File: src/rtl/cdc_req_tx_if.sv
`default_nettype none
// ============================================================================
// cdc_req_tx_if : word/handshake bundle of the four-phase req/ack transmitter
// Revision      : 1.0
// ============================================================================
interface cdc_req_tx_if #(
  parameter int WIDTH = 8
);
  logic             in_valid;
  logic             in_ready;
  logic [WIDTH-1:0] in_data;
  logic             xreq;
  logic [WIDTH-1:0] xdata;
  logic             xack_async;
  logic             done;
  logic             timeout;

  modport master (
    input  in_valid, in_data, xack_async,
    output in_ready, xreq, xdata, done, timeout
  );

  modport slave (
    output in_valid, in_data, xack_async,
    input  in_ready, xreq, xdata, done, timeout
  );
endinterface
`default_nettype wire

File: src/rtl/cdc_req_tx.sv
`default_nettype none
// ============================================================================
// cdc_req_tx : transmit side of a four-phase req/ack clock-domain crossing
// Revision   : 1.0
// ============================================================================
module cdc_req_tx #(
  parameter int WIDTH       = 8,
  parameter int SYNC_STAGES = 2,
  parameter int TIMEOUT     = 0
) (
  input  wire logic    sysclk,
  input  wire logic    rst_n,
  cdc_req_tx_if.master bus
);

  typedef enum logic [1:0] {
    S_IDLE    = 2'd0,
    S_REQ     = 2'd1,
    S_RELEASE = 2'd2
  } state_t;

  logic [SYNC_STAGES-1:0] r_ack_sync;
  logic                   w_ack_s;
  state_t                 r_state;
  logic                   r_live;
  logic                   r_xreq;
  logic [WIDTH-1:0]       r_xdata;
  logic                   r_done;
  logic                   w_in_ready;
  logic                   w_accept;

  always_ff @(posedge sysclk or negedge rst_n) begin
    if (!rst_n) begin
      r_ack_sync <= '0;
    end else begin
      r_ack_sync <= {r_ack_sync[SYNC_STAGES-2:0], bus.xack_async};
    end
  end

  assign w_ack_s = r_ack_sync[SYNC_STAGES-1];

  // r_live holds in_ready low while reset is asserted and for the release edge.
  assign w_in_ready = (r_state == S_IDLE) && r_live && !w_ack_s;
  assign w_accept   = w_in_ready && bus.in_valid;

  always_ff @(posedge sysclk or negedge rst_n) begin
    if (!rst_n) begin
      r_state <= S_IDLE;
      r_live  <= 1'b0;
      r_xreq  <= 1'b0;
      r_xdata <= '0;
      r_done  <= 1'b0;
    end else begin
      r_live <= 1'b1;
      r_done <= 1'b0;
      case (r_state)
        S_IDLE: begin
          if (w_accept) begin
            r_xdata <= bus.in_data;
            r_xreq  <= 1'b1;
            r_state <= S_REQ;
          end
        end
        S_REQ: begin
          if (w_ack_s) begin
            r_xreq  <= 1'b0;
            r_state <= S_RELEASE;
          end
        end
        S_RELEASE: begin
          if (!w_ack_s) begin
            r_done  <= 1'b1;
            r_state <= S_IDLE;
          end
        end
        default: begin
          r_xreq  <= 1'b0;
          r_state <= S_IDLE;
        end
      endcase
    end
  end

  assign bus.in_ready = w_in_ready;
  assign bus.xreq     = r_xreq;
  assign bus.xdata    = r_xdata;
  assign bus.done     = r_done;

  generate
    if (TIMEOUT > 0) begin : g_timeout
      localparam int CNT_W = $clog2(TIMEOUT + 1);
      localparam logic [CNT_W-1:0] CNT_MAX  = CNT_W'(TIMEOUT);
      localparam logic [CNT_W-1:0] CNT_LAST = CNT_W'(TIMEOUT - 1);

      logic [CNT_W-1:0] r_phase_cnt;
      logic             r_timeout;
      logic             w_waiting;
      logic             w_state_change;

      assign w_waiting      = (r_state == S_REQ) || (r_state == S_RELEASE);
      assign w_state_change = w_accept
                            || ((r_state == S_REQ) && w_ack_s)
                            || ((r_state == S_RELEASE) && !w_ack_s);

      // Flag on the same edge the counter reaches TIMEOUT; the handshake keeps waiting.
      always_ff @(posedge sysclk or negedge rst_n) begin
        if (!rst_n) begin
          r_phase_cnt <= '0;
          r_timeout   <= 1'b0;
        end else begin
          if (w_state_change) begin
            r_phase_cnt <= '0;
          end else if (w_waiting && (r_phase_cnt != CNT_MAX)) begin
            r_phase_cnt <= r_phase_cnt + 1'b1;
          end

          if (w_accept) begin
            r_timeout <= 1'b0;
          end else if (w_waiting && !w_state_change && (r_phase_cnt >= CNT_LAST)) begin
            r_timeout <= 1'b1;
          end
        end
      end

      assign bus.timeout = r_timeout;
    end else begin : g_no_timeout
      assign bus.timeout = 1'b0;
    end
  endgenerate

endmodule
`default_nettype wire

File: src/flat_wrapper.sv
// flat-port wrapper written by rule: the top's interface ports become plain ports
module cdc_req_tx_flat 
#(
  parameter int WIDTH       = 8,
  parameter int SYNC_STAGES = 2,
  parameter int TIMEOUT     = 0
)
  (sysclk, rst_n, bus_in_valid, bus_in_data, bus_xack_async, bus_in_ready, bus_xreq, bus_xdata, bus_done, bus_timeout);
  cdc_req_tx_if #(.WIDTH(WIDTH)) bus_i ();
  input  wire logic sysclk;
  input  wire logic rst_n;
  input wire logic [$bits(bus_i.in_valid)-1:0] bus_in_valid;
  input wire logic [$bits(bus_i.in_data)-1:0] bus_in_data;
  input wire logic [$bits(bus_i.xack_async)-1:0] bus_xack_async;
  output wire logic [$bits(bus_i.in_ready)-1:0] bus_in_ready;
  output wire logic [$bits(bus_i.xreq)-1:0] bus_xreq;
  output wire logic [$bits(bus_i.xdata)-1:0] bus_xdata;
  output wire logic [$bits(bus_i.done)-1:0] bus_done;
  output wire logic [$bits(bus_i.timeout)-1:0] bus_timeout;
  assign bus_i.in_valid = bus_in_valid;
  assign bus_i.in_data = bus_in_data;
  assign bus_i.xack_async = bus_xack_async;
  assign bus_in_ready = bus_i.in_ready;
  assign bus_xreq = bus_i.xreq;
  assign bus_xdata = bus_i.xdata;
  assign bus_done = bus_i.done;
  assign bus_timeout = bus_i.timeout;
  cdc_req_tx #(.WIDTH(WIDTH), .SYNC_STAGES(SYNC_STAGES), .TIMEOUT(TIMEOUT)) u_core (.sysclk(sysclk), .rst_n(rst_n), .bus(bus_i));
endmodule
File: config.mk
export PLATFORM = sky130hd
export DESIGN_NAME = cdc_req_tx_flat
export DESIGN_NICKNAME = d
export VERILOG_FILES = /design/src/rtl/cdc_req_tx_if.sv /design/src/rtl/cdc_req_tx.sv /design/src/flat_wrapper.sv
export SDC_FILE = /design/constraint.sdc
export NUM_CORES = 1
export LEC_CHECK = 0
export CAP_MARGIN = 0
export CORE_MARGIN = 5
export CORE_UTILIZATION = 40
export DETAILED_ROUTE_END_ITERATION = 8
export HOLD_SLACK_MARGIN = 0.05
export PLACE_DENSITY = 0.76
export SYNTH_ARGS = -nofsm -noshare
export SYNTH_HDL_FRONTEND = slang
export SYNTH_SLANG_ARGS = --single-unit
File: constraint.sdc
create_clock -name sysclk -period 2.3 [get_ports sysclk]
set_input_delay 0.345 -clock sysclk [delete_from_list [all_inputs] [get_ports sysclk]]
set_output_delay 0.345 -clock sysclk [all_outputs]
set_load 0.01 [all_outputs]
==> summary.md <==
| Metric | Value |
|---|---|
| Status | finished clean |
| # IOs | 24 |
| Fin. Hold Viols | 0 |
| Slew Limit Headroom | 57.2% |
| Clock skew | 0.00465 ns |
| Final GP Congestion | 0.713 |
| R2r setup slk | 0.92 ns |
| CTS clk-pin slew, worst paths | 0.08 ns |
| RR Startpoint | u_core.r_state[1] |
| Final worst-path cycle share | 88.4% |
| Reg2Reg Depth | 3 |
| Worst Hold End | u_core.r_ack_sync[1] |
| Synth warnings | 0 |
| Global-route wire length before repair | 1.57 mm |
| Clock tree from TritonCTS | built |
| Yosys top cell by area | dfrtp_1 |
| Congestion Overflow GR | 0 |
| Rows | 13 |
| Final setup vio count | 0 |
| Cell Area, Synth | 562 um2 |
| Most common cell in the netlist | dfrtp_1 |
| Synth area leaders | dfrtp_1 67%, mux2_2 16%, nor4b_4 4.2% |
| Hold Crit Depth | 0 |
| Vias | 366 |
| Vias/cell | 4.75 |
| RSZ-0062 raised after global routing | false |
| Critical Path Start Type | flip-flop |
| Top-area cell type share of the netlist area | 66.8% |
| Clock Tree Buf Depth | 2 |
| Area growth syn-to-layout | 45.9% |
| Clock Root Buffer | clkbuf_4 |
| Die Ht | 47.5 um |
| Tightest Hold Check Type | reg2reg |
| # nets final | 75 |
| Post-cts resize count | 0 |
| Largest net degree at the start of global routing | 16 |
| Die Area | 0.00225 mm2 |
| Iteration-0 DRC Markers | 2 |
| FILL cells | 100 |
| Cts hold-fix bufs | 0 |
| Tmin final | 2.03 ns |
| Synth cell types | 12 |
| Max incr delay on CP | 0.60 ns |
| IO buf count | 22 |
| Share of cells above drive strength 1 | 21.0% |
| Diodes inserted | 0 |
| Hold Path Origin | u_core.r_ack_sync[0] |
| Number of synthesized register bits | 15 |
| Post-CTS Setup Inserts | 0 |
| ANT nets after route | 0 |
| Arrival @ worst endpoint | 1.69 ns |
| DR pass1 iterations | 2 |
| Final max-slew violation count | 0 |
| CTS Buf Count | 3 |
| Initial Util | 42.6% |
| Critical path capture point type | output pin |
| Setup TNS | 0 ns |
| Core Area | 0.00132 mm2 |
| Clock latency on the worst-skew pair | 0.28 ns |
| Tot GR Track Use | 10.5% |
| Overall power | 714 uW |
| Power density over the cells | 871 mW/mm2 |
| Seq/Total Area, Yosys | 66.8% |
| Crit-path cells | nor4b_4 > clkdlybuf4s50_1 |
| # H-tree levels | 1 |
| Drc violations | 0 |
| EDFF count, synth | 0 |
| Post-Synthesis Cells | 37 |
| Crit path max-delay family | buffers and inverters |
| CP Buf/Inv Count | 1 |
| Hpwl dp | 725 um |
| Required @ worst endpoint | 1.96 ns |
| Number of clock sinks | 15 |
| Max-Cap Viols | 0 |
| Syn Nets | 49 |
| Reg2reg end | u_core.bus.xdata[2] |
| Post-synth top flop | dfrtp_1 |
| Critical Path Slowest Stage Cell | clkdlybuf4s50_1 |
| Syn Area/Cell | 15.2 um2 |
| Initial antenna violation count | 0 |
| Vias in the first global route | 392 |
| FFs w/ async S/R, synth | 100% |
| Top cells by count, synth | 15 x dfrtp_1, 8 x mux2_2, 4 x nand2_1, 2 x conb_1 |
| WL/cell | 12.2 um |
| Peak supply drop | 0.583 mV |
| Die X | 47.5 um |
| Worst-margin pin slew | 0.639 ns |
| Final WL | 939 um |
| Leakage power | 0.000370 uW |
| Largest fanout on the critical path | 5 |
| Setup CP Type | reg2out |
| Max Clock Freq | 492 MHz |
-- power breakdown --
group          switching, uW  total, uW  internal [uW]  leakage, uW
clock network           76.7        144           67.3    0.0000150
registers               31.8        352            320     0.000182
logic                   73.7        218            145     0.000173
total                    182        714            532     0.000370
-- cell families after synthesis --
logic type | after synthesis | synth area share (%)
flops | 15 | 66.8
other cells | 2 | 1.34
mux | 8 | 16.0
buf+inv | 1 | 1.34
compound gates | 1 | 0.890
xor+xnor | 1 | 1.56
simple gates | 9 | 12.0
-- registers in the layout (all words and copies together) (netlist names) --
register           count
u_core.bus.xdata       8
u_core.r_live          1
u_core.r_ack_sync      2
u_core.bus.done        1
u_core.r_state         2
u_core.bus.xreq        1
-- layout by cell type, fill, tap and decap left out, types with 2 or more instances in the layout --
master,synthesis,routed
mux2_2,8,8
clkdlybuf4s50_1,0,22
conb_1,2,2
clkbuf_4,0,3
dfrtp_1,15,15
nand2_1,4,4
-- routing by layer --
layer  global-route usage (%)  share of wire, %
met1                     12.2                38
met2                     16.8                50
met3                     4.14                10
met4                     4.97               1.5
met5                        0                 0
-- how the worst max path moves through the flow --
stage                           start                  end  slack [ns]  depth (start not counted)
finish              u_core.r_state[1]         bus_in_ready        0.27                          2
CTS                 u_core.r_state[1]         bus_in_ready        0.25                          2
detailed placement  u_core.r_state[1]         bus_in_ready        0.57                          2
global route        u_core.r_state[1]         bus_in_ready        0.17                          2
global placement    u_core.r_state[1]         bus_in_ready        0.60                          2
floorplan           u_core.r_state[1]  u_core.bus.xdata[0]        0.93                          3
-- area by class of cell --
cell class                 instances  area (um2)  share of cell area (%)
clock buffer                       4        26.3                    3.21
timing repair buffer              22         220                    26.9
multi-input combinational         21         179                    21.8
tap                               15        18.8                    2.29
sequential                        15         375                    45.8
-- through the flow --
stage	cell area [um2]	hold WS, ns	util (%)	instances	setup WS [ns]
3_5_place_dp	793	0.335	60.2	73	0.568
3_3_place_gp	793	0.333	60.2	73	0.595
6_report	820	0.358	62.2	77	0.268
2_1_floorplan	562	0.0494	-	37	0.928
4_1_cts	820	0.362	62.2	77	0.246
5_1_grt	820	0.382	62.2	77	0.171
-- worst register-to-register path, stage by stage, from the launching register on --
cell     delay (ns)
dfrtp_1        0.45
nor4b_4        0.37
nand2_4        0.15
mux2_2         0.30
No activity file was read; power rests on OpenSTA's default activity.
==> edit: new RTL, config.mk and constraints unchanged <==
Encoding of `state_t`: now one-hot (3 bits for 3 states).
--- a/src/rtl/cdc_req_tx.sv
+++ b/src/rtl/cdc_req_tx.sv
@@ -13,10 +13,10 @@
   cdc_req_tx_if.master bus
 );
 
-  typedef enum logic [1:0] {
-    S_IDLE    = 2'd0,
-    S_REQ     = 2'd1,
-    S_RELEASE = 2'd2
+  typedef enum logic [2:0] {
+    S_IDLE    = 3'b001,
+    S_REQ     = 3'b010,
+    S_RELEASE = 3'b100
   } state_t;
 
   logic [SYNC_STAGES-1:0] r_ack_sync;
Behaviour: no difference found for any inputs over 10 cycles, from zero or initial values and one cycle with rst_n low; not proved beyond that.
==> edit against the unedited design <==
  * Largest power group unchanged
  * Final cell count up 13%
  * Power up 1.7%
  * Wire length up 33%
  * Area after synthesis up 22%
  * Worst setup slack worse by 0.053 ns
  * Critical path type unchanged
  * Sequential share of layout area down 2.8 points
  * Final area up 14%
  * Register-to-register slack worse by 0.18 ns
  * Sequential cell count up 1
  * Global-route usage up 0.74 points
==> edit: results (changes against the unedited design) <==
[critical_path]
timing.critical_path.slowest_cell_delay_ns=0.60  ; about the same
arrival_ns=1.74  ; was 1.69 ns
timing.critical_path.slowest_stage_cell=sky130_fd_sc_hd__dfstp_2  ; was sky130_fd_sc_hd__clkdlybuf4s50_1
cpLargestDelayFamily=flip-flops  ; was buffers and inverters
worstPathMaxFanout=8  ; was 5

[timing]
pin_slew_with_the_least_headroom_to_its_limit_ns=0.703  ; was 0.639 ns
worst_clock_skew_ns=0.00107  ; was 0.00465 ns

[cells_and_area]
largest_register_ff_count=8  ; unchanged
final_net_count=83  ; was 75
drive_gt1_frac=0.214  ; was 0.210

[global_routing]
largest_net_degree_at_the_start_of_global_routing=17  ; was 16
grt_usage=0.112  ; was 0.105
via_count_of_the_first_global_routing_pass=450  ; was 392
antenna_violations_before_repair=0  ; unchanged
grt_first_pass_wirelength_um=2080  ; was 1570 um

[detailed_routing]
wl_met2_um=599  ; was 466 um
wirelength_met1_um=554  ; was 361 um
routed_wire_length_per_instance_um=14.4  ; was 12.2 um
routed-via-count=419  ; was 366
met3_wirelength_um=67  ; was 96 um
initialDrtViolationCount=3  ; was 2

[place]
finalWeightedCongestion=0.790  ; was 0.713
hpwl_um=941  ; was 725 um
placement.io_buffers=22  ; unchanged
place_ws_ns=0.531  ; was 0.568 ns

[synthesis]
yosys-top-cells-area=sky130_fd_sc_hd__dfrtp_1 55%, sky130_fd_sc_hd__mux2_4 18%, sky130_fd_sc_hd__dfstp_2 3.8%  ; was sky130_fd_sc_hd__dfrtp_1 67%, sky130_fd_sc_hd__mux2_2 16%, sky130_fd_sc_hd__nor4b_4 4.2%
synth-warning-count=0  ; unchanged
synth_top_cells_by_count=15 x sky130_fd_sc_hd__dfrtp_1, 8 x sky130_fd_sc_hd__mux2_4, 2 x sky130_fd_sc_hd__conb_1, 2 x sky130_fd_sc_hd__nor2_1, 2 x sky130_fd_sc_hd__nor3b_1  ; was 15 x sky130_fd_sc_hd__dfrtp_1, 8 x sky130_fd_sc_hd__mux2_2, 4 x sky130_fd_sc_hd__nand2_1, 2 x sky130_fd_sc_hd__conb_1
synth_area_in_compound_gates=0.0384  ; was 0.00891
netlist-cell-type-count=22  ; was 12
synthMuxAreaShare=0.176  ; was 0.160
seq_area_frac_synth=0.587  ; was 0.668
synth_fp_nets=58  ; was 49
yosys.area_share.xor_xnor=0.0128  ; was 0.0156

[outcome]
run_status=completed  ; unchanged

[clock_network]
clk_pin_slew_ns=0.09
cts-root-buf=sky130_fd_sc_hd__clkbuf_4  ; unchanged

[power]
leakage_power_figure_uw=0.000404  ; was 0.000370 uW
ir_drop_v=0.000326  ; was 0.000583 V

[flow_run]
cap_violations=0  ; unchanged

-- edit: worst register-to-register path, stage by stage, from the launching register on --
cell and delay (ns):
sky130_fd_sc_hd__dfstp_2 0.60, sky130_fd_sc_hd__nor2b_4 0.17, sky130_fd_sc_hd__and4_4 0.35, sky130_fd_sc_hd__mux2_4 0.32
-- edit: path summary, 6_finish.rpt --
kind	slack, ns	cells after the start	endpoint	startpoint
max	0.21	3	bus_in_ready	u_core.r_state[0]$_DFFE_PN1P_
min	0.36	0	u_core.r_ack_sync[1]$_DFF_PN0_	u_core.r_ack_sync[0]$_DFF_PN0_
max reg2reg	0.74	3	u_core.bus.xdata[0]$_DFFE_PN0P_	u_core.r_state[0]$_DFFE_PN1P_
min reg2reg	0.36	0	u_core.r_ack_sync[1]$_DFF_PN0_	u_core.r_ack_sync[0]$_DFF_PN0_
max in group asynchronous	1.38	1	u_core.bus.xdata[7]$_DFFE_PN0P_	rst_n
min in group asynchronous	0.48	1	u_core.bus.xdata[5]$_DFFE_PN0P_	rst_n
-- edit: cell families after synthesis --
family                 Yosys count
flip-flops                      16
AND/OR/NAND/NOR                 13
multiplexers                     8
AO/OA/AOI/OAI                    4
buffers and inverters            2
other                            2
XOR/XNOR                         1
-- edit: area by class of cell --
class / count / area (um2)
fill: 135 / 736
sequential: 16 / 402
multi-input combinational: 28 / 255
timing repair buffer: 22 / 220
clock buffer: 4 / 36.3
tap: 17 / 21.3
-- edit: per-stage QoR --
| stage | util | instances | area (um2) |
|---|---|---|---|
| finish | 0.560 | 87 | 935 |
| global placement | 0.538 | 83 | 898 |
| detailed placement | 0.538 | 83 | 898 |
| global route | 0.560 | 87 | 935 |
| floorplan | - | 46 | 684 |
| CTS | 0.560 | 87 | 935 |
-- edit: layer usage --
layer	vias up	global-route usage
li1	205	-
met2	12	0.167
met1	198	0.132
met4	0	0.0655
met3	4	0.0496
met5	-	0
-- edit: power breakdown --
part / internal (uW) / switching (uW) / leakage, uW
clock network: 96.3 / 88.4 / 0.0000210
logic: 131 / 60.2 / 0.000188
registers: 323 / 26.7 / 0.000194
total: 551 / 175 / 0.000404
